File: src/rtl/pll_lock_ctrl_if.sv
// pll_lock_ctrl_if
//   Bundles the PLL-side and system-side signals of the PLL lock controller.
//   master : the controller (samples pll_lock/restart, drives everything else)
//   slave  : the PLL / system side (drives pll_lock/restart, observes status)
//
//   pll_lock  : PLL lock output, asynchronous to the controller clock
//   restart   : single-cycle synchronous request to re-run the sequence
//   pll_reset : PLL reset pin, active high
//   sys_rst_n : downstream system reset, active low, released only in RUN
//   pll_ready : high while in RUN
//   fault     : high while in FAULT
//   retry_cnt : failed lock attempts since the last RUN or restart
//   loss_cnt  : lock-loss events seen in RUN, saturating at 255
//   state     : current controller state encoding, for debug
interface pll_lock_ctrl_if;
  logic       pll_lock;
  logic       restart;
  logic       pll_reset;
  logic       sys_rst_n;
  logic       pll_ready;
  logic       fault;
  logic [3:0] retry_cnt;
  logic [7:0] loss_cnt;
  logic [2:0] state;

  modport master (
    input  pll_lock, restart,
    output pll_reset, sys_rst_n, pll_ready, fault, retry_cnt, loss_cnt, state
  );

  modport slave (
    output pll_lock, restart,
    input  pll_reset, sys_rst_n, pll_ready, fault, retry_cnt, loss_cnt, state
  );
endinterface

File: src/rtl/pll_lock_ctrl.sv
// pll_lock_ctrl
//   PLL power-up / recovery sequencer running on the free-running reference
//   clock that also feeds the PLL. Pulses the PLL reset, waits for lock with a
//   timeout, qualifies lock as stable, then releases the system reset. Lock
//   loss in RUN re-runs the sequence; MAX_RETRY failed attempts latch FAULT.
//
//   clk   : free-running reference clock
//   rst_n : asynchronous reset, active low
//   bus   : pll_lock_ctrl_if.master (see interface header for signal list)
//
//   All status outputs are registered decodes of the next state, so they
//   change on the same edge as the state register.
module pll_lock_ctrl #(
  parameter int RST_CYCLES   = 16,
  parameter int LOCK_TIMEOUT = 65536,
  parameter int LOCK_STABLE  = 1024,
  parameter int MAX_RETRY    = 3
) (
  input  logic              clk,
  input  logic              rst_n,
  pll_lock_ctrl_if.master   bus
);

  localparam int TMR_LIMIT_AB = (RST_CYCLES > LOCK_TIMEOUT) ? RST_CYCLES : LOCK_TIMEOUT;
  localparam int TMR_LIMIT    = (TMR_LIMIT_AB > LOCK_STABLE) ? TMR_LIMIT_AB : LOCK_STABLE;
  localparam int TMR_W        = $clog2(TMR_LIMIT + 1);

  localparam logic [TMR_W-1:0] RST_LAST     = TMR_W'(RST_CYCLES - 1);
  localparam logic [TMR_W-1:0] TIMEOUT_LAST = TMR_W'(LOCK_TIMEOUT - 1);
  localparam logic [TMR_W-1:0] STABLE_LAST  = TMR_W'(LOCK_STABLE - 1);
  localparam logic [TMR_W-1:0] TMR_SAT      = '1;
  localparam logic [3:0]       RETRY_LIMIT  = 4'(MAX_RETRY);

  typedef enum logic [2:0] {
    ST_RESET     = 3'd0,
    ST_WAIT_LOCK = 3'd1,
    ST_STABLE    = 3'd2,
    ST_RUN       = 3'd3,
    ST_FAULT     = 3'd4
  } state_t;

  state_t           state_q, state_d;
  logic [TMR_W-1:0] timer_q, timer_d;
  logic [3:0]       retry_q, retry_d;
  logic [7:0]       loss_q, loss_d;

  logic lock_p0, lock_p1;
  logic lock_s;

  logic pll_reset_q, sys_rst_n_q, pll_ready_q, fault_q;

  // ---- stage p0/p1: two-flop synchroniser for the asynchronous lock ----
  always_ff @(posedge clk or negedge rst_n) begin
    if (!rst_n) begin
      lock_p0 <= 1'b0;
      lock_p1 <= 1'b0;
    end else begin
      lock_p0 <= bus.pll_lock;
      lock_p1 <= lock_p0;
    end
  end

  assign lock_s = lock_p1;

  // ---- next-state, timer and counter logic ----
  always_comb begin
    state_d = state_q;
    retry_d = retry_q;
    loss_d  = loss_q;

    if (bus.restart) begin
      // restart overrides every other transition and suppresses loss counting
      state_d = ST_RESET;
      retry_d = '0;
    end else begin
      case (state_q)
        ST_RESET: begin
          if (timer_q == RST_LAST) state_d = ST_WAIT_LOCK;
        end
        ST_WAIT_LOCK: begin
          if (lock_s) begin
            state_d = ST_STABLE;
          end else if (timer_q == TIMEOUT_LAST) begin
            retry_d = retry_q + 4'd1;
            state_d = (retry_d == RETRY_LIMIT) ? ST_FAULT : ST_RESET;
          end
        end
        ST_STABLE: begin
          // a dropout during qualification is not charged as a retry
          if (!lock_s) begin
            state_d = ST_WAIT_LOCK;
          end else if (timer_q == STABLE_LAST) begin
            state_d = ST_RUN;
            retry_d = '0;
          end
        end
        ST_RUN: begin
          if (!lock_s) begin
            state_d = ST_RESET;
            if (loss_q != 8'hFF) loss_d = loss_q + 8'd1;
          end
        end
        ST_FAULT: begin
          state_d = ST_FAULT;
        end
        default: begin
          state_d = ST_RESET;
        end
      endcase
    end

    // one shared timer, cleared on every state entry (restart counts as
    // entry); it saturates in states with no limit so it never wraps
    if (bus.restart || (state_d != state_q)) begin
      timer_d = '0;
    end else if (timer_q == TMR_SAT) begin
      timer_d = timer_q;
    end else begin
      timer_d = timer_q + TMR_W'(1);
    end
  end

  // ---- state register and registered Moore output decode ----
  always_ff @(posedge clk or negedge rst_n) begin
    if (!rst_n) begin
      state_q     <= ST_RESET;
      timer_q     <= '0;
      retry_q     <= '0;
      loss_q      <= '0;
      pll_reset_q <= 1'b1;
      sys_rst_n_q <= 1'b0;
      pll_ready_q <= 1'b0;
      fault_q     <= 1'b0;
    end else begin
      state_q     <= state_d;
      timer_q     <= timer_d;
      retry_q     <= retry_d;
      loss_q      <= loss_d;
      pll_reset_q <= (state_d == ST_RESET) || (state_d == ST_FAULT);
      sys_rst_n_q <= (state_d == ST_RUN);
      pll_ready_q <= (state_d == ST_RUN);
      fault_q     <= (state_d == ST_FAULT);
    end
  end

  assign bus.pll_reset = pll_reset_q;
  assign bus.sys_rst_n = sys_rst_n_q;
  assign bus.pll_ready = pll_ready_q;
  assign bus.fault     = fault_q;
  assign bus.retry_cnt = retry_q;
  assign bus.loss_cnt  = loss_q;
  assign bus.state     = state_q;

endmodule

File: src/flat_wrapper.sv
// flat-port wrapper written by rule: the top's interface ports become plain ports
module pll_lock_ctrl_flat 
#(
  parameter int RST_CYCLES   = 16,
  parameter int LOCK_TIMEOUT = 65536,
  parameter int LOCK_STABLE  = 1024,
  parameter int MAX_RETRY    = 3
)
  (clk, rst_n, bus_pll_lock, bus_restart, bus_pll_reset, bus_sys_rst_n, bus_pll_ready, bus_fault, bus_retry_cnt, bus_loss_cnt, bus_state);
  pll_lock_ctrl_if bus_i ();
  input  logic clk;
  input  logic rst_n;
  input wire logic [$bits(bus_i.pll_lock)-1:0] bus_pll_lock;
  input wire logic [$bits(bus_i.restart)-1:0] bus_restart;
  output wire logic [$bits(bus_i.pll_reset)-1:0] bus_pll_reset;
  output wire logic [$bits(bus_i.sys_rst_n)-1:0] bus_sys_rst_n;
  output wire logic [$bits(bus_i.pll_ready)-1:0] bus_pll_ready;
  output wire logic [$bits(bus_i.fault)-1:0] bus_fault;
  output wire logic [$bits(bus_i.retry_cnt)-1:0] bus_retry_cnt;
  output wire logic [$bits(bus_i.loss_cnt)-1:0] bus_loss_cnt;
  output wire logic [$bits(bus_i.state)-1:0] bus_state;
  assign bus_i.pll_lock = bus_pll_lock;
  assign bus_i.restart = bus_restart;
  assign bus_pll_reset = bus_i.pll_reset;
  assign bus_sys_rst_n = bus_i.sys_rst_n;
  assign bus_pll_ready = bus_i.pll_ready;
  assign bus_fault = bus_i.fault;
  assign bus_retry_cnt = bus_i.retry_cnt;
  assign bus_loss_cnt = bus_i.loss_cnt;
  assign bus_state = bus_i.state;
  pll_lock_ctrl #(.RST_CYCLES(RST_CYCLES), .LOCK_TIMEOUT(LOCK_TIMEOUT), .LOCK_STABLE(LOCK_STABLE), .MAX_RETRY(MAX_RETRY)) u_core (.clk(clk), .rst_n(rst_n), .bus(bus_i));
endmodule
File: config.mk
export PLATFORM = sky130hd
export DESIGN_NAME = pll_lock_ctrl_flat
export DESIGN_NICKNAME = d
export VERILOG_FILES = /design/src/rtl/pll_lock_ctrl_if.sv /design/src/rtl/pll_lock_ctrl.sv /design/src/flat_wrapper.sv
export SDC_FILE = /design/constraint.sdc
export NUM_CORES = 1
export LEC_CHECK = 0
export CORE_ASPECT_RATIO = 1.4
export CORE_MARGIN = 2
export CORE_UTILIZATION = 50
export DETAILED_ROUTE_END_ITERATION = 8
export GPL_ROUTABILITY_DRIVEN = 0
export HOLD_SLACK_MARGIN = 0.1
export PLACE_DENSITY = 0.84
export SLEW_MARGIN = 20
export SYNTH_ARGS = -nofsm -noshare
export SYNTH_HDL_FRONTEND = slang
export SYNTH_SLANG_ARGS = --single-unit
File: constraint.sdc
create_clock -name clk -period 3.1 [get_ports clk]
set_input_delay 0.62 -clock clk [delete_from_list [all_inputs] [get_ports clk]]
set_output_delay 0.62 -clock clk [all_outputs]
set_load 0.02 [all_outputs]
==> summary.md, run 1 <==
| Metric | Value |
|---|---|
| Outcome | finished, final reports clean |
| Post-CTS setup buffers | 0 |
| Worst hold path type | flop to flop |
| Die Ht | just under 80 microns |
| Synth top area share | 45.66% |
| Critical Path End Type | flop |
| Slew @ Worst Pin | between 0.9 and 1 ns |
| #FFs+latches synth | 37 |
| Final slew viol count | 0 |
| Post-CTS Resized | 0 |
| Vias per cell | between 5 and 6 |
| Worst-path clk slew | 0.07 ns |
| # setup viols final | 0 |
| Die area | 0.004472 sq mm |
| Row count | 27 |
| VDD IR-drop max | 0.3494 mV |
| Fmax | roughly 410 MHz |
| Relative slew slack | about two fifths |
| Period utilization | between 70 and 80% |
| WS Path Type | flop to flop |
| Crit path required time | 3.27 ns |
| GRT Util Overall | 19.10% |
| Final WL | 3.702 mm |
| Vias post-DR | about 1,500 |
| RSZ-0062 raised after global routing | false |
| Most frequent cells in the layout | 36 x dfrtp_1, 21 x clkdlybuf4s50_1, 16 x xor2_1, 15 x nor3_1, 13 x nand3_1 |
| Pre-antenna DRT Iters | 4 |
| DP HPWL | between 2 and 3 mm |
| Layout cells sized above 1 | 11.68% |
| Post-Syn Nets | 201 |
| Sequential element share of the synthesized area | 46.99% |
| Starting Density | around half |
| Clk Latency, worst-skew pair | 0.29 ns |
| Yosys warns | 0 |
| Pwr Total | 893.1 uW |
| DRC violation count after routing | 0 |
| Post-synth top flop | dfrtp_1 |
| CTS H-tree depth | 2 |
| Vias in the first global route | roughly 1,400 |
| Ys async rst share | 100.0% |
| Syn_area_per_cell | 10.38 sq um |
| Max-cap viol count | 0 |
| Clk_skew | 0.008746 ns |
| Cell taking the most area after synthesis | dfrtp_1 |
| Area contributors post-synth | dfrtp_1 46%, xor2_1 7.1%, ha_1 4.4% |
| Cts-stage hold buffer count | 0 |
| Multi-input combinational cell area | 960.9 sq um |
| Die width | 57.09 microns |
| Leak Pwr | 0.001035 uW |
| EDFF count, synth | 0 |
| CTS tree | yes |
| Final ANT Viol Nets | 0 |
| Commonest non-fill, non-tap cell in the layout | dfrtp_1 |
| TritonCTS Buffers | 5 |
| Area Overhead vs Synth | 16.36% |
| Synth cell types | 45 |
| Fin Setup TNS | 0 ns |
| Largest net degree at the start of global routing | 38 |
| CTS sink cnt | 37 |
| Initial antenna violation count | 0 |
| CTS max path bufs | 2 |
| Minimum clock period | 2.453 ns |
| Grt total ovfl | 0 |
| DR WL/cell | ~14 microns |
| Arr. time, crit path | ~2.6 ns |
| IO Port Bufs | 22 |
| First-pass GRT wire length | 6.706 mm |
| Nets | 225 |
| Core box area | 0.003851 sq mm |
| Initial DRC Count | 53 |
| Power density over the cells | a little under 400 mW/mm^2 |
| CP Max Fanout | 17 |
| Clk root buf | clkbuf_8 |
| # IOs | 23 |
| FF+latch area | 927.1 sq um |
| Cell Area, Synth | 0.001973 sq mm |
| Final hold violation count | 0 |
| Crit start category | flop |
| Synth Instances | 190 |
| # diodes | 0 |
| Filler cells | 341 |
==> through the flow <==
step / setup slack [ns] / util [%] / hold WS (ns) / cell area [sq um] / cells
detailed placement: 0.6777 / 57.28 / 0.3442 / 2206 / 250
global route: 0.3835 / 59.62 / 0.3631 / 2296 / 257
global placement: 0.7208 / 57.28 / 0.3323 / 2206 / 250
CTS: 0.6285 / 59.62 / 0.3602 / 2296 / 257
finish: 0.6467 / 59.62 / 0.3567 / 2296 / 257
floorplan: 0.7126 / - / 0.3244 / 1973 / 190
==> sequential cells by signal, summed over array words and instances (netlist names) <==
signal,count
u_core.timer_q,17
u_core.bus.loss_cnt,8
u_core.bus.retry_cnt,4
u_core.bus.state,3
u_core.bus.fault,1
u_core.bus.pll_reset,1
u_core.bus.sys_rst_n,1
u_core.lock_p0,1
u_core.lock_p1,1
==> metal layers <==
layer	GRT usage (%)	vias up	wire length, microns
li1	-	735	-
met1	23.50	718	1594
met2	31.84	23	1930
met5	0	-	0
met4	9.070	0	88
met3	3.624	8	89
==> final timing paths <==
kind / startpoint / depth (start not counted) / to / slack [ns]
worst max-delay path: u_core.timer_q[8] / 9 / u_core.timer_q[2] / 0.65
worst min-delay path: u_core.lock_p0 / 0 / u_core.lock_p1 / 0.36
worst max register to register: u_core.timer_q[8] / 9 / u_core.timer_q[2] / 0.65
worst min register to register: u_core.lock_p0 / 0 / u_core.lock_p1 / 0.36
max in group asynchronous: rst_n / 1 / u_core.bus.loss_cnt[2] / 2.08
min in group asynchronous: rst_n / 1 / u_core.timer_q[9] / 0.45
==> layout make-up <==
class | count | share of cell area, %
Clock buffer | 6 | 3.597
Clock inverter | 1 | 0.3270
Inverter | 5 | 0.8174
Multi-Input combinational cell | 139 | 41.85
Sequential cell | 37 | 40.38
Tap cell | 43 | 2.343
Timing Repair Buffer | 26 | 10.68
==> cells in the mapped netlist, drive strengths merged, types with 2 or more instances <==
| library cell | instances |
|---|---|
| dfrtp | 36 |
| nor2 | 12 |
| nor3 | 20 |
| or2 | 2 |
| o21ai | 3 |
| nor2b | 3 |
| or3 | 3 |
| nand3 | 13 |
| a21o | 2 |
| buf | 6 |
| and4b | 2 |
| a211o | 2 |
| and3 | 2 |
| nor3b | 4 |
| inv | 5 |
| xor2 | 16 |
| clkbuf | 3 |
| nor4 | 2 |
| xnor2 | 3 |
| ha | 7 |
| nand3b | 2 |
| a21bo | 2 |
| nor4b | 2 |
| nand2 | 8 |
| nand4 | 10 |
| a21oi | 6 |
==> kinds of logic (layout without fill, tap and decap cells) <==
kind of cell / count (synthesis) / after routing / synth area share (%)
AOI/OAI and AO/OA: 23 / 23 / 8.878
and+or+nand+nor: 88 / 88 / 25.87
muxes: 2 / 2 / 1.078
DFF: 37 / 37 / 46.99
buffers and inverters: 14 / 38 / 4.312
xor gates and xnor gates: 19 / 19 / 8.434
adders and majority gates: 7 / 7 / 4.439
==> critical path: stages, from the launching register on <==
cell and delay [ns]:
dfrtp_1 0.41, and3_1 0.30, nand3_1 0.10, nor3_1 0.33, ha_1 0.21, nor3b_1 0.30
and3_1 0.23, a21o_1 0.12, buf_4 0.24, nor3_1 0.09
==> power by group <==
part / internal (uW) / switching (uW) / total, uW
registers: 491 / 9.11 / 500
logic: 21.4 / 32.7 / 54.1
clock network: 176 / 163 / 339
Power figures use the tool's default switching activity.
==> run 2, diff against run 1 <==
Clock period 3.1 ns to 2.35 ns, I/O delays scaled along.
==> run 2 against run 1 <==
Sequential power rose by 32%. Final cell count grew 4.3%. Wire length is 12% higher. First-iteration DRC count up 68%. Power up 46%. Sequential cell count is the same. Global-route usage rose by 1.6 points. Critical path type unchanged.
==> summary.md, run 2 (synthesis results as in run 1) <==
| Metric | Value |
|---|---|
| Layout Cells excl Fill | 268 (+4.3%) |
| Relative slew slack | 45.04% (+5.6 points) |
| Minimum clock period | 2.220 ns (-0.2333 ns) |
| IO Port Bufs | 22 (unchanged) |
| Top reg by flops | u_core.timer_q |
| Vias post-DR | 1,583 (+6.7%) |
| Crit path required time | 2.56 ns (-0.71 ns) |
| Max-cap viol count | 0 (unchanged) |
| CP Max Fanout | 17 (unchanged) |
| Final ANT Viol Nets | 0 (unchanged) |
| RSZ-0062 raised after global routing | false |
| # IOs | 23 (unchanged) |
| Final WL | 4.134 mm (+12%) |
| WS Path Type | flop to flop |
| Leak Pwr | 0.001114 uW (+7.6%) |
| CTS max path bufs | 2 (unchanged) |
| Worst r2r src | u_core.timer_q[9] |
| Sw Ratio | 21.51% (-1.4 points) |
| Fmax | 450.5 MHz (+11%) |
| TritonCTS Buffers | 5 (unchanged) |
| Number of flip-flops in the largest register | 17 (unchanged) |
| Slew @ Worst Pin | 0.8243 ns (-0.08368 ns) |
| Initial DRC Count | 89 (+68%) |
| Die width | 57.09 microns (unchanged) |
| Layout cells sized above 1 | 18.22% (+6.5 points) |
| Placed cell count | 258 (+3.2%) |
| Fin Setup TNS | 0 ns (unchanged) |
| Most frequent cells in the layout | 36 x dfrtp_1, 21 x clkdlybuf4s50_1, 16 x xor2_1, 13 x buf_4 |
| R2R cell count | 9 (unchanged) |
| Row count | 27 (unchanged) |
| Arr. time, crit path | 2.43 ns (-0.19 ns) |
| Cell Int Power | 1026 uW (+49%) |
| Outcome | finished, final reports clean |
| Power density over the cells | 536.5 mW/mm^2 (+38%) |
| Commonest non-fill, non-tap cell in the layout | dfrtp_1 |
| # setup viols final | 0 (unchanged) |
| Core box area | 0.003851 sq mm (unchanged) |
| # diodes | 0 (unchanged) |
| CTS H-tree depth | 2 (unchanged) |
| Clk Latency, worst-skew pair | 0.29 ns (about the same) |
| Vias per cell | 5.907 (+2.3%) |
| Largest net degree at the start of global routing | 38 (unchanged) |
| DR WL/cell | 15.43 microns (+7.1%) |
| Initial antenna violation count | 0 (unchanged) |
| Net Sw Power | 281.3 uW (+37%) |
| DP HPWL | 2.905 mm (+14%) |
| Clk root buf | clkbuf_8 |
| Worst hold path type | primary input to asynchronous set/reset pin |
| Die area | 0.004472 sq mm (unchanged) |
| Period utilization | 94.47% (+15 points) |
| CTS sink cnt | 37 (unchanged) |
| Cts-stage hold buffer count | 0 (unchanged) |
| Vias in the first global route | 1,617 (+13%) |
| Area Overhead vs Synth | 23.53% |
| Worst reg2reg path endpoint | u_core.timer_q[8] |
| VDD IR-drop max | 0.5320 mV (+52%) |
| Final hold violation count | 0 (unchanged) |
| Pre-antenna DRT Iters | 4 (unchanged) |
| Worst-path clk slew | 0.07 ns (about the same) |
| Grt total ovfl | 0 (unchanged) |
| Combinational Power Share | 5.9% (-0.2 points) |
| Reg power frac | 50.5% (-5.5 points) |
| DRC violation count after routing | 0 (unchanged) |
| Power share of the clock group | 43.6% (+5.7 points) |
| Die Ht | 78.33 microns (unchanged) |
| Clk_skew | 0.007100 ns (-0.001645 ns) |
| Crit start category | flop |
| CTS tree | yes |
| GRT Util Overall | 20.69% (+1.6 points) |
| R2r setup slk | 0.13 ns (-0.52 ns) |
| Nets | 235 (+4.4%) |
| First-pass GRT wire length | 7.210 mm (+7.5%) |
| Starting Density | 51.23% (unchanged) |
| Critical Path End Type | flop |
| Final slew viol count | 0 (unchanged) |
==> run 2: critical path, stage by stage, from the launching register on <==
cell and delay (ns):
dfrtp_1 0.41, and3_1 0.21, nand3_1 0.11, nor3_2 0.07
ha_1 0.20, or4_1 0.39, a31o_1 0.24, a21o_1 0.18
buf_12 0.16, nor3_2 0.17
==> run 2: power by group through the flow <==
| stage | Combinational, uW | Sequential (uW) | Clock (uW) |
|---|---|---|---|
| finish | 77.6 | 660 | 570 |
| global route | 86.0 | 661 | 605 |
| CTS | 77.4 | 659 | 581 |
| detailed placement | 76.9 | 672 | 0 |
| global placement | 76.3 | 671 | 0 |
| floorplan | 40.3 | 674 | 0 |
==> run 2: final cells by class <==
type	count	area, sq um
clock buffers	7	86.33
clock inverters	1	30.03
fillers	299	1414
inverters	5	18.77
multi-input cells	139	988.4
flip-flops and latches	37	927.1
well taps	43	53.80
repair buffers	36	332.8
==> run 2: what timing repair did <==
action                     4_1_cts  5_1_grt
setup endpoints to repair        0       21
gates resized for setup          0        6
buffers inserted                 0        2
==> run 2: metrics by stage <==
stage / power (uW) / util, % / hold WS (ns) / cell area (sq um) / worst slack [ns]
floorplan: 714.4 / - / 0.1744 / 1979 / 0.01969
global placement: 747.4 / 59.29 / 0.3336 / 2283 / 0.1257
detailed placement: 748.5 / 59.29 / 0.3386 / 2283 / 0.08786
CTS: 1317 / 62.31 / 0.3013 / 2400 / 0.03167
global route: 1353 / 63.29 / 0.3331 / 2437 / 0.01338
finish: 1308 / 63.29 / 0.2719 / 2437 / 0.1301
==> run 2: how the worst max path moves through the flow <==
stage,start,endpoint,slack (ns),cells past startpoint
after floorplan,u_core.timer_q[4],u_core.timer_q[15],0.02,11
after global placement,u_core.timer_q[8],u_core.bus.state[0],0.13,8
after detailed placement,u_core.timer_q[0],u_core.timer_q[0],0.09,9
after CTS,u_core.timer_q[8],u_core.timer_q[0],0.03,9
after global routing,u_core.timer_q[9],u_core.timer_q[0],0.01,9
final,u_core.timer_q[9],u_core.timer_q[8],0.13,9
==> run 2: metal layers <==
metal | share of wire (%) | routed length (microns) | GRT usage, %
met3 | 2.7 | 112 | 5.272
met1 | 42 | 1728 | 23.44
met5 | 0 | 0 | 0
met4 | 2.2 | 89 | 10.00
met2 | 53 | 2204 | 35.63
